===== config.mk =====
export PLATFORM = sky130hd
export DESIGN_NAME = xnor_popcount_neuron_flat
export DESIGN_NICKNAME = d
export VERILOG_FILES = /design/src/rtl/xnor_popcount_neuron_if.sv /design/src/rtl/xnor_popcount_neuron.sv /design/src/flat_wrapper.sv
export SDC_FILE = /design/constraint.sdc
export NUM_CORES = 1
export LEC_CHECK = 0
export BUFFER_PORTS_ARGS = -buffer_cell sky130_fd_sc_hd__clkbuf_2
export CAP_MARGIN = 30
export CORE_UTILIZATION = 40
export DETAILED_ROUTE_END_ITERATION = 8
export SLEW_MARGIN = 40
export SYNTH_ARGS = -nofsm -noshare
export SYNTH_HDL_FRONTEND = slang
export SYNTH_SLANG_ARGS = --single-unit

===== constraint.sdc =====
create_clock -name clk -period 17.65 [get_ports clk]
set_clock_uncertainty 0.1 [all_clocks]
set_input_delay 1.765 -clock clk [delete_from_list [all_inputs] [get_ports clk]]
set_output_delay 1.765 -clock clk [all_outputs]
set_load 0.005 [all_outputs]

===== src/rtl/xnor_popcount_neuron_if.sv =====
// xnor_popcount_neuron_if: beat input stream and result output stream of one neuron lane
interface xnor_popcount_neuron_if #(
  parameter int CHUNK_W = 64,
  parameter int OUT_W   = 19
);
  logic                    in_valid;
  logic                    in_ready;
  logic [CHUNK_W-1:0]      in_act;
  logic [CHUNK_W-1:0]      in_wt;
  logic                    out_valid;
  logic                    out_ready;
  logic signed [OUT_W-1:0] out_sum;
  logic                    out_bit;
  modport master (
    output in_valid, in_act, in_wt, out_ready,
    input  in_ready, out_valid, out_sum, out_bit
  );
  modport slave (
    input  in_valid, in_act, in_wt, out_ready,
    output in_ready, out_valid, out_sum, out_bit
  );
endinterface


===== src/rtl/xnor_popcount_neuron.sv =====
// xnor_popcount_neuron: sequential XNOR-popcount binary-neuron pre-activation with binarized output
module xnor_popcount_neuron #(
  parameter int IN_BITS = 784,
  parameter int CHUNK_W = 64,
  parameter int OUT_W   = 19
) (
  input  logic                    clk,
  input  logic                    rst_n,
  input  logic                    clr,
  input  logic signed [OUT_W-1:0] thresh,
  xnor_popcount_neuron_if.slave   s
);
  localparam int NUM_CHUNKS = (IN_BITS + CHUNK_W - 1) / CHUNK_W;
  localparam int LAST_BITS  = IN_BITS - (NUM_CHUNKS - 1) * CHUNK_W;
  localparam int ACC_W      = $clog2(IN_BITS + 1);
  localparam int PC_W       = $clog2(CHUNK_W + 1);
  localparam int CNT_W      = NUM_CHUNKS > 1 ? $clog2(NUM_CHUNKS) : 1;
  localparam logic [CHUNK_W-1:0] LAST_MASK = {CHUNK_W{1'b1}} >> (CHUNK_W - LAST_BITS);
  localparam logic [CNT_W-1:0]   CNT_LAST  = CNT_W'(NUM_CHUNKS - 1);

  if (OUT_W < ACC_W + 1) begin : g_width_check
    $error("OUT_W too narrow for IN_BITS");
  end

  typedef enum logic [1:0] {IDLE, ACCUM, DONE} state_t;

  state_t                  state;
  logic [CNT_W-1:0]        cnt;
  logic [ACC_W-1:0]        acc;
  logic signed [OUT_W-1:0] thresh_q;
  logic [CHUNK_W-1:0]      match;
  logic [PC_W-1:0]         pc;
  logic [ACC_W-1:0]        acc_next;
  logic signed [OUT_W-1:0] sum_next;
  logic signed [OUT_W-1:0] thr;
  logic                    last;

  // matches in the current beat; padding bits of the final chunk are masked off
  always_comb begin
    last  = cnt == CNT_LAST;
    match = ~(s.in_act ^ s.in_wt) & (last ? LAST_MASK : {CHUNK_W{1'b1}});
    pc    = '0;
    for (int i = 0; i < CHUNK_W; i++) pc = pc + PC_W'(match[i]);
    acc_next = acc + ACC_W'(pc);
    sum_next = OUT_W'({acc_next, 1'b0}) - OUT_W'(IN_BITS);
    thr      = cnt == '0 ? thresh : thresh_q;
  end

  // control FSM with registered handshakes, accumulator and held result
  always_ff @(posedge clk or negedge rst_n) begin
    if (!rst_n) begin
      state       <= IDLE;
      cnt         <= '0;
      acc         <= '0;
      thresh_q    <= '0;
      s.in_ready  <= 1'b0;
      s.out_valid <= 1'b0;
      s.out_sum   <= '0;
      s.out_bit   <= 1'b0;
    end else if (clr && state != IDLE) begin
      state       <= ACCUM;
      cnt         <= '0;
      acc         <= '0;
      s.in_ready  <= 1'b1;
      s.out_valid <= 1'b0;
    end else begin
      case (state)
        IDLE: begin
          state      <= ACCUM;
          s.in_ready <= 1'b1;
        end
        ACCUM: if (s.in_valid) begin
          if (cnt == '0) thresh_q <= thresh;
          if (last) begin
            s.out_sum   <= sum_next;
            s.out_bit   <= sum_next >= thr;
            s.out_valid <= 1'b1;
            s.in_ready  <= 1'b0;
            state       <= DONE;
          end else begin
            cnt <= cnt + CNT_W'(1);
            acc <= acc_next;
          end
        end
        DONE: if (s.out_ready) begin
          s.out_valid <= 1'b0;
          s.in_ready  <= 1'b1;
          cnt         <= '0;
          acc         <= '0;
          state       <= ACCUM;
        end
        default: state <= IDLE;
      endcase
    end
  end
endmodule


===== src/flat_wrapper.sv =====
// flat-port wrapper written by rule: the top's interface ports become plain ports
module xnor_popcount_neuron_flat 
#(
  parameter int IN_BITS = 784,
  parameter int CHUNK_W = 64,
  parameter int OUT_W   = 19
)
  (clk, rst_n, clr, thresh, s_in_valid, s_in_act, s_in_wt, s_out_ready, s_in_ready, s_out_valid, s_out_sum, s_out_bit);
  xnor_popcount_neuron_if #(.CHUNK_W(CHUNK_W), .OUT_W(OUT_W)) s_i ();
  input  logic clk;
  input  logic rst_n;
  input  logic clr;
  input  logic signed [OUT_W-1:0] thresh;
  input wire logic [$bits(s_i.in_valid)-1:0] s_in_valid;
  input wire logic [$bits(s_i.in_act)-1:0] s_in_act;
  input wire logic [$bits(s_i.in_wt)-1:0] s_in_wt;
  input wire logic [$bits(s_i.out_ready)-1:0] s_out_ready;
  output wire logic [$bits(s_i.in_ready)-1:0] s_in_ready;
  output wire logic [$bits(s_i.out_valid)-1:0] s_out_valid;
  output wire logic [$bits(s_i.out_sum)-1:0] s_out_sum;
  output wire logic [$bits(s_i.out_bit)-1:0] s_out_bit;
  assign s_i.in_valid = s_in_valid;
  assign s_i.in_act = s_in_act;
  assign s_i.in_wt = s_in_wt;
  assign s_i.out_ready = s_out_ready;
  assign s_in_ready = s_i.in_ready;
  assign s_out_valid = s_i.out_valid;
  assign s_out_sum = s_i.out_sum;
  assign s_out_bit = s_i.out_bit;
  xnor_popcount_neuron #(.IN_BITS(IN_BITS), .CHUNK_W(CHUNK_W), .OUT_W(OUT_W)) u_core (.clk(clk), .rst_n(rst_n), .clr(clr), .thresh(thresh), .s(s_i));
endmodule

**Yosys cells after proc, flatten, opt, wreduce, memory -nomap -nowiden**

Index checks and enable logic that the tools add are counted.

- Bits in registers: 57
- Bits of input ports: 152
- Output and inout bits: 22
- Word-level logic and storage cells: 125

- Add/sub/neg operators: 66
- Magnitude comparators: 1
- Equality and inequality tests: 7
- Multiplexer cells: 27
- Bitwise operators: 4
- Reduce and logical (&&, ||, !) cells: 12

Operators with widths:

| cell | number |
|---|---|
| adder 7 x 1 -> 7 bit | 62 |
| bitwise AND 64 bit | 1 |
| two-way mux 64 bit | 1 |
| NOT 64 bit | 1 |
| XOR 64 bit | 1 |
| two-way mux 10 bit | 4 |
| case mux 10 bit (2 select lines) | 1 |
| >= comparator 19 bit | 1 |
| two-way mux 19 bit | 1 |
| two-way mux 4 bit | 4 |
| AND reduction 4 bit | 4 |
| subtractor 11 x 10 -> 12 bit, second input constant | 1 |
| adder 10 x 7 -> 10 bit | 1 |
| two-way mux 1 bit | 8 |
| two-way mux 2 bit | 4 |
| case mux 4 bit (2 select lines) | 1 |
| inequality test 3 x 2 -> 1 bit, second input constant | 2 |
| case mux 2 bit (3 select lines) | 1 |
| AND reduction 3 bit | 2 |
| adder 4 x 1 -> 4 bit, second input constant | 1 |
| == test 4 bit, second input constant | 1 |
| logical NOT 4 bit | 1 |
| nonzero test 4 bit | 1 |
| inequality test 3 x 1 -> 1 bit, second input constant | 1 |
| other kinds (11) | 11 |

**Logic depth before layout (Yosys ltp)**

- Depth in word-level cells: 71
- Gate-level depth with buffers: 43
- Depth with buffers taken out: 40

**Worst setup path after synthesis**

No wires, ideal clock.

- Path kind: input to register
- Start: input port s_in_act[0]
- End: register u_core.s.out_bit
- Library setup time: 0.123 ns
- Arrival time: 10.434 ns
- Data required time: 17.427 ns
- Setup slack: 6.993 ns
- Stages on the path: 34
- Path buffers: 1
- Path through: xnor2_1 ha_1 inv_1 fa_1 fa_1 fa_1 fa_1 fa_1 fa_1 fa_1 inv_1 fa_1 fa_1 inv_1 fa_1 inv_1 a21o_1 a21oi_1 xnor2_1 ha_1 buf_6 or3_1 a2111oi_0 o21bai_2 nand3_4 nand3_1 and2_1 ha_1 and3_1 nand4_1 a2111oi_0 nor4_1 xnor2_1 a21oi_1

- Longest elaborated chain between the ends: 69

Ends and longest elaborated chain:

| element | RTL line | text |
|---|---|---|
| start, declared | flat_wrapper.sv:15 | `input wire logic [$bits(s_i.in_act)-1:0] s_in_act;` |
| XOR 64 bit | xnor_popcount_neuron.sv:41 | `match = ~(s.in_act ^ s.in_wt) & (last ? LAST_MASK : {CHUNK_W{1'b1}});` |
| NOT 64 bit | xnor_popcount_neuron.sv:41 |  |
| bitwise AND 64 bit | xnor_popcount_neuron.sv:41 |  |
| adder 1 x 1 -> 2 bit | xnor_popcount_neuron.sv:43 | `for (int i = 0; i < CHUNK_W; i++) pc = pc + PC_W'(match[i]);` |
| adder 7 x 1 -> 7 bit (62 in series) | xnor_popcount_neuron.sv:43 |  |
| adder 10 x 7 -> 10 bit | xnor_popcount_neuron.sv:44 | `acc_next = acc + ACC_W'(pc);` |
| subtractor 11 x 10 -> 12 bit | xnor_popcount_neuron.sv:45 | `sum_next = OUT_W'({acc_next, 1'b0}) - OUT_W'(IN_BITS);` |
| via u_core.sum_next[11] | xnor_popcount_neuron.sv:34 | `logic signed [OUT_W-1:0] sum_next;` |
| >= comparator 19 bit | xnor_popcount_neuron.sv:76 | `s.out_bit <= sum_next >= thr;` |
| end signal, assigned | xnor_popcount_neuron.sv:76 |  |
| end, declared | xnor_popcount_neuron_if.sv:20 | `output in_ready, out_valid, out_sum, out_bit` |

The timed path passes the listed nets, and every way through them passes these cells.
A chain may end at the register's enable or synchronous reset.

**Worst setup path after layout**

- Start: input port s_in_wt[1]
- End: register u_core.s.out_bit

- Longest elaborated chain between the ends: 69

Ends and longest elaborated chain:

| element | RTL line | text |
|---|---|---|
| start, declared | flat_wrapper.sv:16 | `input wire logic [$bits(s_i.in_wt)-1:0] s_in_wt;` |
| XOR 64 bit | xnor_popcount_neuron.sv:41 |  |
| NOT 64 bit | xnor_popcount_neuron.sv:41 |  |
| bitwise AND 64 bit | xnor_popcount_neuron.sv:41 |  |
| adder 1 x 1 -> 2 bit | xnor_popcount_neuron.sv:43 |  |
| adder 7 x 1 -> 7 bit (62 in series) | xnor_popcount_neuron.sv:43 |  |
| adder 10 x 7 -> 10 bit | xnor_popcount_neuron.sv:44 |  |
| subtractor 11 x 10 -> 12 bit | xnor_popcount_neuron.sv:45 |  |
| via u_core.sum_next[11] | xnor_popcount_neuron.sv:34 |  |
| >= comparator 19 bit | xnor_popcount_neuron.sv:76 |  |

The timed path passes the listed nets, and every way through them passes these cells.

==> run metrics <==
crit end category=flip-flop; Clock Latency Late Sink=0.29 ns; row count=42; first-pass detailed-route iteration total=4; CP max-delay cell=fa_1; max-cap violations=0; CTS Hold Bufs=0; max incr delay on CP=0.54 ns; H-tree depth=2; number of vias per cell=between 4 and 5; HP Class=flip-flop to flip-flop; Synth area leader=dfrtp_1; largest net degree at the start of global routing=50; worst slew pin tran=0.639 ns; CTS tree=built; Yosys warnings=0; Worst Path Arrival=11.21 ns; crit path kind=input port to flip-flop; status=finished clean; Num CTS Buffers=5; Async S/R FF share, synth=100%; Final Hold Vio Count=0; DP Area=0.00657 sq mm; Yosys top cell area share=22.0%; Post-synth EDFFs=0; Mapped Cells=583; core box area=0.0135 sq mm; die area=approximately 0.014 sq mm; # DRC=0; initial DRC count=about 140; first-pass GRT wire length=20300 um; worst path required time=17.69 ns; fin crit period=approximately 11 ns; I/O pin count=roughly 170; layout cell share with drive strength beyond 1=a little under 30%; final worst-path cycle share=63.3%; Design Area, Final=0.00672 sq mm; antenna violations before repair=0; die span in y=roughly 120 um; Clock Pin Slew Worst Setup and Hold Paths=0.07 ns; Seq cells post-synth=49; # port buffers=around 170; Longest Clk Path Bufs=2; Startpoint Class=input port; Starting Density=41.5%; Final Wtd Congestion=0.854; RSZ-0062 raised after global routing=no; vias in the first global route=4687; max-slew violations=0; TNS Setup=0 ns; GR Overflow Total=0; synth unique cells=58; total wire length=11700 um; Synth area leaders=dfrtp_1, fa_1, ha_1, xor2_1, xnor2_1; # diodes=0; Max Fclk=between 0.08 and 0.09 GHz; syn nets=838; DR WL/cell=12.7 um; maximum fanout along the worst path=9; Die X=between 100 and 150 um; register area share after synthesis=22.0%; gr usage total=17.2%; post-detail-place hpwl=roughly 10000 um; # setup viols final=0; Detail Route Antenna Nets=0; synthesis-to-layout area growth=20.3%; # fillers=1294; headroom to the max-slew limit=57.4%; Post-CTS Resized=0; Setup Fix Bufs, Post-CTS=0; clock sinks=slightly below 50; Post-Synthesis Cell Area=about 0.0056 sq mm; vias=4454; mean area per synthesized cell=9.58 sq um; Synth Flop Type=dfrtp_1; Crit path top cell by count=fa_1; layout net count=approximately 1000; Root Buffer=clkbuf_16
-- layer usage --
| metal | wire length [um] | part of all wire (%) | up-vias | global-route usage [%] |
|---|---|---|---|---|
| met2 | 6170 | 53 | 135 | 32.5 |
| met3 | 505 | 4.3 | 7 | 1.57 |
| met1 | 4970 | 42 | 2087 | 21.3 |
| met4 | 82 | 0.70 | 0 | 3.05 |
| li1 | - | - | 2225 | - |
| met5 | 0 | 0 | - | 0 |
-- stage by stage --
| stage | util [%] | worst slack, ns | cells | hold WS [ns] |
|---|---|---|---|---|
| floorplan | - | 6.99 | 583 | 0.349 |
| global placement | 48.8 | 6.42 | 913 | 0.362 |
| detailed placement | 48.8 | 6.13 | 913 | 0.370 |
| CTS | 49.9 | 6.43 | 921 | 0.385 |
| global route | 49.9 | 5.81 | 921 | 0.417 |
| finish | 49.9 | 6.49 | 921 | 0.381 |
-- layout make-up --
class	instances	area [sq um]	area share, %
Multi-Input combinational cell	447	3980	59.3
Clock buffer	5	125	1.86
Timing Repair Buffer	178	906	13.5
Tap cell	176	220	3.28
Inverter	63	236	3.52
Sequential cell	49	1230	18.2
Clock inverter	3	21.3	0.317
-- critical path, delay by kind of cell --
kind            cells  cell delay, ns
fa+ha+maj          13            5.85
compound gates      7            1.59
simple gates        5            0.95
xor+xnor            4            0.73
buf+inv             5            0.33
-- flip-flops by register name, indices dropped and copies added (netlist names) --
register and count:
u_core.acc 10, u_core.s.in_ready 1, u_core.s.out_sum 11, u_core.state 2, u_core.s.out_bit 1, u_core.cnt 4, u_core.thresh_q 19, u_core.s.out_valid 1
-- cells in the final DEF, fill, tap and decap left out, drive strengths merged, types with 7 or more instances in the layout --
cell type / synthesis / layout
a21o: 7 / 7
a21oi: 22 / 22
clkbuf: 12 / 177
dfrtp: 49 / 49
fa: 55 / 55
ha: 48 / 48
inv: 63 / 64
mux2: 10 / 10
mux2i: 19 / 19
nand2: 60 / 60
nand3: 8 / 8
nor2: 43 / 43
o21ai: 41 / 41
xnor2: 39 / 39
xor2: 39 / 39
-- final timing paths --
path	start	endpoint	slack [ns]	cells after the start
worst max-delay path	s_in_wt[1]	u_core.s.out_bit	6.49	34
worst min-delay path	u_core.thresh_q[11]	u_core.thresh_q[11]	0.38	2
worst max register to register	u_core.cnt[0]	u_core.s.out_bit	7.09	38
worst min register to register	u_core.thresh_q[11]	u_core.thresh_q[11]	0.38	2
max in group asynchronous	rst_n	u_core.thresh_q[4]	15.55	2
min in group asynchronous	rst_n	u_core.thresh_q[0]	1.48	2
-- cell families after synthesis --
group / count (synthesis) / synth area share [%]
AO/OA/AOI/OAI: 94 / 10.6
buffers and inverters: 87 / 6.81
other: 1 / 0.0672
AND/OR/NAND/NOR: 142 / 11.8
multiplexers: 29 / 5.49
flip-flops: 49 / 22.0
adder cells (fa/ha/maj): 103 / 30.5
XOR/XNOR: 78 / 12.8
-- synthesized netlist by cell type, drive strengths merged, types with 3 or more instances --
| cell | instances |
|---|---|
| nand2 | 60 |
| nand2b | 3 |
| o21bai | 5 |
| xor2 | 39 |
| mux2i | 19 |
| nor2 | 43 |
| a21oi | 22 |
| and3 | 3 |
| nand4 | 6 |
| nand3 | 8 |
| xnor2 | 39 |
| buf | 12 |
| clkbuf | 12 |
| o21ai | 41 |
| inv | 63 |
| o31ai | 4 |
| nor2b | 6 |
| a21o | 7 |
| mux2 | 10 |
| nor3b | 4 |
| a211oi | 5 |
| fa | 55 |
| ha | 48 |
| dfrtp | 49 |
Power is left out: the tool's default activity adds up to more than one toggle a clock period on the data nets, which glitch-free logic cannot reach.
